**src/rtl/fetch_queue.sv**
```systemverilog
// In-order instruction buffer between fetch and dispatch: a circular FIFO of {inst, pc}
// presenting its head as a show-ahead IF/ID packet, squashed on rollback.
package fetch_queue_pkg;
    typedef struct packed {
        logic [31:0] inst;
        logic [31:0] pc;
        logic [31:0] npc;
        logic        valid;
    } if_id_packet_t;
endpackage

`ifndef NOP
`define NOP 32'h0000_0013
`endif

module fetch_queue
    import fetch_queue_pkg::*;
#(
    parameter int DEPTH = 8,
    parameter int CNT_W = $clog2(DEPTH) + 1
) (
    input  logic                clock,
    input  logic                reset,
    input  logic                fetch_valid,
    input  logic [31:0]         fetch_inst,
    input  logic [31:0]         fetch_pc,
    output logic                fetch_ready,
    input  logic                stall,
    input  logic                rollback,
    output if_id_packet_t       if_id_packet,
    output logic [CNT_W-1:0]    count,
    output logic                overflow_err
);
    localparam int PTR_W = $clog2(DEPTH);

    logic [31:0]      inst_mem [DEPTH];
    logic [31:0]      pc_mem   [DEPTH];
    logic [PTR_W-1:0] head;
    logic [PTR_W-1:0] tail;
    logic [CNT_W-1:0] count_q;
    logic             out_of_reset;
    logic             full;
    logic             head_valid;
    logic             enq;
    logic             pop;

    // out_of_reset keeps fetch_ready low until the first edge after reset releases
    assign full        = (count_q == CNT_W'(DEPTH));
    assign fetch_ready = out_of_reset && !full && !rollback;
    assign head_valid  = (count_q != '0) && !rollback;
    assign enq         = fetch_valid && fetch_ready;
    assign pop         = head_valid && !stall;
    assign count       = count_q;

    always_comb begin
        if_id_packet.inst  = `NOP;
        if_id_packet.pc    = '0;
        if_id_packet.npc   = '0;
        if_id_packet.valid = 1'b0;
        if (head_valid) begin
            if_id_packet.inst  = inst_mem[head];
            if_id_packet.pc    = pc_mem[head];
            if_id_packet.npc   = pc_mem[head] + 32'd4;
            if_id_packet.valid = 1'b1;
        end
    end

    always_ff @(posedge clock) begin
        if (enq) begin
            inst_mem[tail] <= fetch_inst;
            pc_mem[tail]   <= fetch_pc;
        end
    end

    always_ff @(posedge clock or negedge reset) begin
        if (!reset) begin
            head         <= '0;
            tail         <= '0;
            count_q      <= '0;
            overflow_err <= 1'b0;
            out_of_reset <= 1'b0;
        end else begin
            out_of_reset <= 1'b1;
            if (fetch_valid && full && !rollback)
                overflow_err <= 1'b1;
            if (rollback) begin
                head    <= '0;
                tail    <= '0;
                count_q <= '0;
            end else begin
                if (enq)
                    tail <= tail + PTR_W'(1);
                if (pop)
                    head <= head + PTR_W'(1);
                case ({enq, pop})
                    2'b10:   count_q <= count_q + CNT_W'(1);
                    2'b01:   count_q <= count_q - CNT_W'(1);
                    default: count_q <= count_q;
                endcase
            end
        end
    end
endmodule

```
**config.mk**
```make
export PLATFORM = sky130hd
export DESIGN_NAME = fetch_queue
export DESIGN_NICKNAME = d
export VERILOG_FILES = /design/src/rtl/fetch_queue.sv
export SDC_FILE = /design/constraint.sdc
export NUM_CORES = 1
export LEC_CHECK = 0
export ABC_AREA = 1
export CAP_MARGIN = 20
export CELL_PAD_IN_SITES_DETAIL_PLACEMENT = 1
export CELL_PAD_IN_SITES_GLOBAL_PLACEMENT = 2
export CORE_MARGIN = 1
export CORE_UTILIZATION = 35
export CTS_BUF_LIST = sky130_fd_sc_hd__clkbuf_16
export DETAILED_ROUTE_END_ITERATION = 7
export GPL_TIMING_DRIVEN = 0
export PLACE_DENSITY = 0.77
export SETUP_SLACK_MARGIN = 0.02
export SYNTH_ARGS = -nofsm -noshare
export SYNTH_HDL_FRONTEND = slang
export SYNTH_SLANG_ARGS = --single-unit
```
**constraint.sdc**
```tcl
create_clock -name clock -period 5.75 [get_ports clock]
set_input_delay 1.15 -clock clock [delete_from_list [all_inputs] [get_ports clock]]
set_output_delay 1.15 -clock clock [all_outputs]
set_load 0.05 [all_outputs]
```
# After elaboration in Yosys (flattened, before gate mapping)
# Memories as Yosys holds them, arrays and structs flattened.
# Index checks and enable logic that the tools add are counted.
# totals
register_bits	12
latchBits	0
ramBits	512
rom_bits	0
inputBits	69
n_memories	2
# classes
addsub	5
multipliers	0
div	0
order_cmp	0
n_eq_ne	3
shifts	0
n_mux	9
n_bitwise	0
reduce_logical	14
# memory_table
memory	depth	width	read_ports	rd_ports_with_merged_regs	write_ports	line_no	source
inst_mem	8	32	1	0	1	36	logic [31:0] inst_mem [DEPTH];
pc_mem	8	32	1	0	1	37	logic [31:0] pc_mem [DEPTH];
# ops
cell	n
97-bit two-way mux	1
32-bit by 3-bit adder with 32-bit output (second input constant)	1
3-bit two-way mux	4
4-bit case mux with 2 select lines	1
1-bit logical AND	7
3-bit by 1-bit adder with 3-bit output (second input constant)	2
4-bit by 1-bit adder with 4-bit output (second input constant)	1
4-bit == test (second input constant)	1
4-bit two-way mux	1
2-bit nonzero test	2
4-bit nonzero test	1
4-bit by 1-bit subtractor with 4-bit output (second input constant)	1
1-bit logical NOT	3
3-bit nonzero test	1
2-bit by 1-bit == test with 1-bit output (second input constant)	1
2-bit == test (second input constant)	1
1-bit two-way mux	2

# Longest topological paths before layout
# depth
depth_word	8
ltp_mapped	17
mapped_depth_nobuf	15

# Worst setup path before layout
# Ideal clock, no wire load.
# synth_path
path_kind	input to register
from	in rollback
to	mem inst_mem[0][0], enable pin
setup_ns	0.565
arrival_ns	6.037
required_time_ns	5.185
slack_ns	-0.852
stages	5
cell_sequence	inv_1 -> nand2_1 -> nor2_1 -> nand2_1 -> nor3_1
# synth_between
elab_chain_len	5
# synth_rtl
item	line_no	source
from (decl)	29	input logic rollback,
1-bit logical NOT	49	assign fetch_ready = out_of_reset && !full && !rollback;
1-bit logical AND	49	
1-bit logical AND	51	assign enq = fetch_valid && fetch_ready;
1-bit two-way mux	69	if (enq) begin
1-bit two-way mux (implied by the code)	70	inst_mem[tail] <= fetch_inst;
to (decl)	36	
# No other way between the ends.

==> results.toml <==
[sta]
post-route-period-util_pct = 96.7
slew_headroom_pct = 36.2
fmax_mhz = 180
slew_viol_final = 0
hold_viol = 0
rsz0062_at_grt = "false"
skew_ps = 30.3
worst_pin_slew_ps = 955
setup_tns_ps = 0
setup_violations = 0
min_period_ps = 5560

[route]
drtIter0Drc = 1010
drt_wl_total_um = 72800
remaining_drc_errors = 0
vias = 16900
ant_nets = 0
vias_per_cell = 5.02
routedWlPerCell_um = 21.7
firstDrtPassIters = 5

[clock_network]
path_clk_slew_ps = 60
post_cts_buffers = 0
cts_hold_buf = 0
clockBufferDepth = 3
cts-htree-levels = 2
numCtsBuffers = 57
clk_latency_ps = 650
ctsRootBufferMaster = "clkbuf_16"
cts_tree = "yes"
cts_sinks = 524

[placement]
place_inst = 3253
place.gp.congestion = 0.841
dp_hpwl_um = 50600
port_buffers = 171

[worst_hold_path]
min_from = "overflow_err"
hold_class = "register to register"
hold_path_depth = 1
hold_path_end = "overflow_err"

[worst_setup_path]
reg2reg_depth = 9
crit_arrival_ps = 4410
cp.required_ps = 4600
endpoint_kind = "primary output"
crit_path_max_fanout = 10
r2r_end = "pc_mem[0][29]"
r2r-start = "count[0]"
r2r_setup_slack_ps = 2630
cp-start-kind = "input pin"
critPathKind = "input pin to primary output"

[finish]
num-nets-final = 2531
layout_common_cells = "nand2_1 (512), edfxtp_1 (512), nor2_1 (297)"
layoutNonFillerInstCount = 3357
area_growth_pct = 22.6
drive_gt1_share_pct = 7.96

[grt]
grt_overflow = 0
track_usage_pct = 22.0
grt_pass1_vias = 18000
grt_first_pass_wirelength_um = 110000
antenna_found_initial = 5
grt_max_degree = 25

[die]
fp-row-count = 93
coreArea_mm2 = 0.0646
start_util_pct = 35.5
dieHeight_um = 258
die_area_mm2 = 0.0665
ios = 172
fp.dieW_um = 258

[synthesis]
ys_seq_area_share_pct = 68.4
synthCells = 2200
yosysUniqueCellTypes = 36
synth_top_area_share_pct = 67.0
ys_ff_latch = 524
syn_area_mm2 = 0.0229
yosysTopAreaCell = "edfxtp_1"
ys_warn_count = 0
synth_area_leaders = "edfxtp_1 (67%), nand2_1 (8.4%), nor2_1 (5.0%)"
synth_fp_nets = 2274
avgSynthCellArea_um2 = 10.4

[run_status]
status = "complete, no violations"

[power_and_ir_drop]
power_density_mw_per_mm2 = 449
total_leakage_power_nw = 11.0
ir_drop_uv = 281

[flow_run]
maxCapViolCount = 0
state kept, by name (all words and copies together), names as in the netlist:
register and count:
count 4, head 3, inst_mem 256, out_of_reset 1, overflow_err 1, pc_mem 256, tail 3
metal layers:
metal  share of wire (%)  wire length (µm)  global-route usage, %
met3                 5.4              3920                   3.81
met4                 2.7              1930                   6.74
met5               0.067                49                      0
met2                  50             36100                   38.1
met1                  42             30800                   27.9
cells by family (layout without fill, tap and decap cells):
family	count (synthesis)	count (layout)	synth area share (%)
and+or+nand+nor	1001	1001	17.6
DFF	524	524	68.4
buffers and inverters	378	679	6.84
AOI/OAI and AO/OA	289	289	6.80
adders and majority gates	5	5	0.273
xor gates and xnor gates	2	2	0.0764
other	1	2	0.0164
worst max-delay path, stage by stage:
cell	delay, ps
clkdlybuf4s50_1	510
inv_1	210
nand2_1	100
clkbuf_2	340
inv_1	250
clkbuf_2	360
o21ai_0	140
a31oi_1	420
clkdlybuf4s50_1	910
where the power goes:
part           internal [W]  switching, W
clock               0.00191       0.00154
combinational       0.00135       0.00355
sequential          0.00425     0.0000286
cell type report:
class                      instances  area, µm²
timing repair buffer             198       2290
clock inverter                    45        302
buffer                           115        582
multi-input combinational       1298       5760
inverter                         263        993
sequential                       524      15700
antenna                            1       2.50
tap                              855       1070
fill                            7070      36500
clock buffer                      58       1450
cells in the mapped netlist, drive strengths merged:
cell type	instances
and2	1
edfxtp	512
o22ai	34
conb	1
nand4	9
buf	78
o21a	1
o21bai	1
a21oi	23
ha	5
o21ai	191
nand3	156
clkinv	2
inv	261
dfrtp	12
xor2	1
a31oi	32
xnor2	1
nor3	3
a221oi	6
a22o	1
nand3b	1
or3	3
nor2	314
nand2	514
clkbuf	37
how the worst max path moves through the flow:
stage | from | endpoint | slack [ps] | depth (start not counted)
3_5_place_dp | rollback | if_id_packet[93] | -730 | 10
4_1_cts | rollback | if_id_packet[90] | 30 | 10
2_1_floorplan | rollback | inst_mem[2][0] | 880 | 5
6_report | rollback | if_id_packet[96] | 190 | 9
3_3_place_gp | rollback | pc_mem[4][24] | -3210 | 6
5_1_grt | rollback | if_id_packet[96] | 50 | 9
metrics by stage:
stage | cell area (µm²) | worst slack [ps] | total power (W) | utilization (%) | hold slack, ps
after floorplan | 22900 | 881 | 0.00744 | - | 550
after global placement | 25700 | -3210 | 0.00919 | 39.8 | 463
after detailed placement | 26400 | -731 | 0.00928 | 40.8 | 479
after CTS | 28100 | 25.2 | 0.0127 | 43.5 | 493
after global routing | 28100 | 46.0 | 0.0132 | 43.5 | 518
final | 28100 | 187 | 0.0126 | 43.5 | 500
timing repair:
| item | CTS | global route |
|---|---|---|
| setup endpoints to repair | 62 | 8 |
| gates resized for setup | 12 | 7 |
| hold endpoints to repair | 0 | 0 |
No activity file was read; power rests on OpenSTA's default activity.
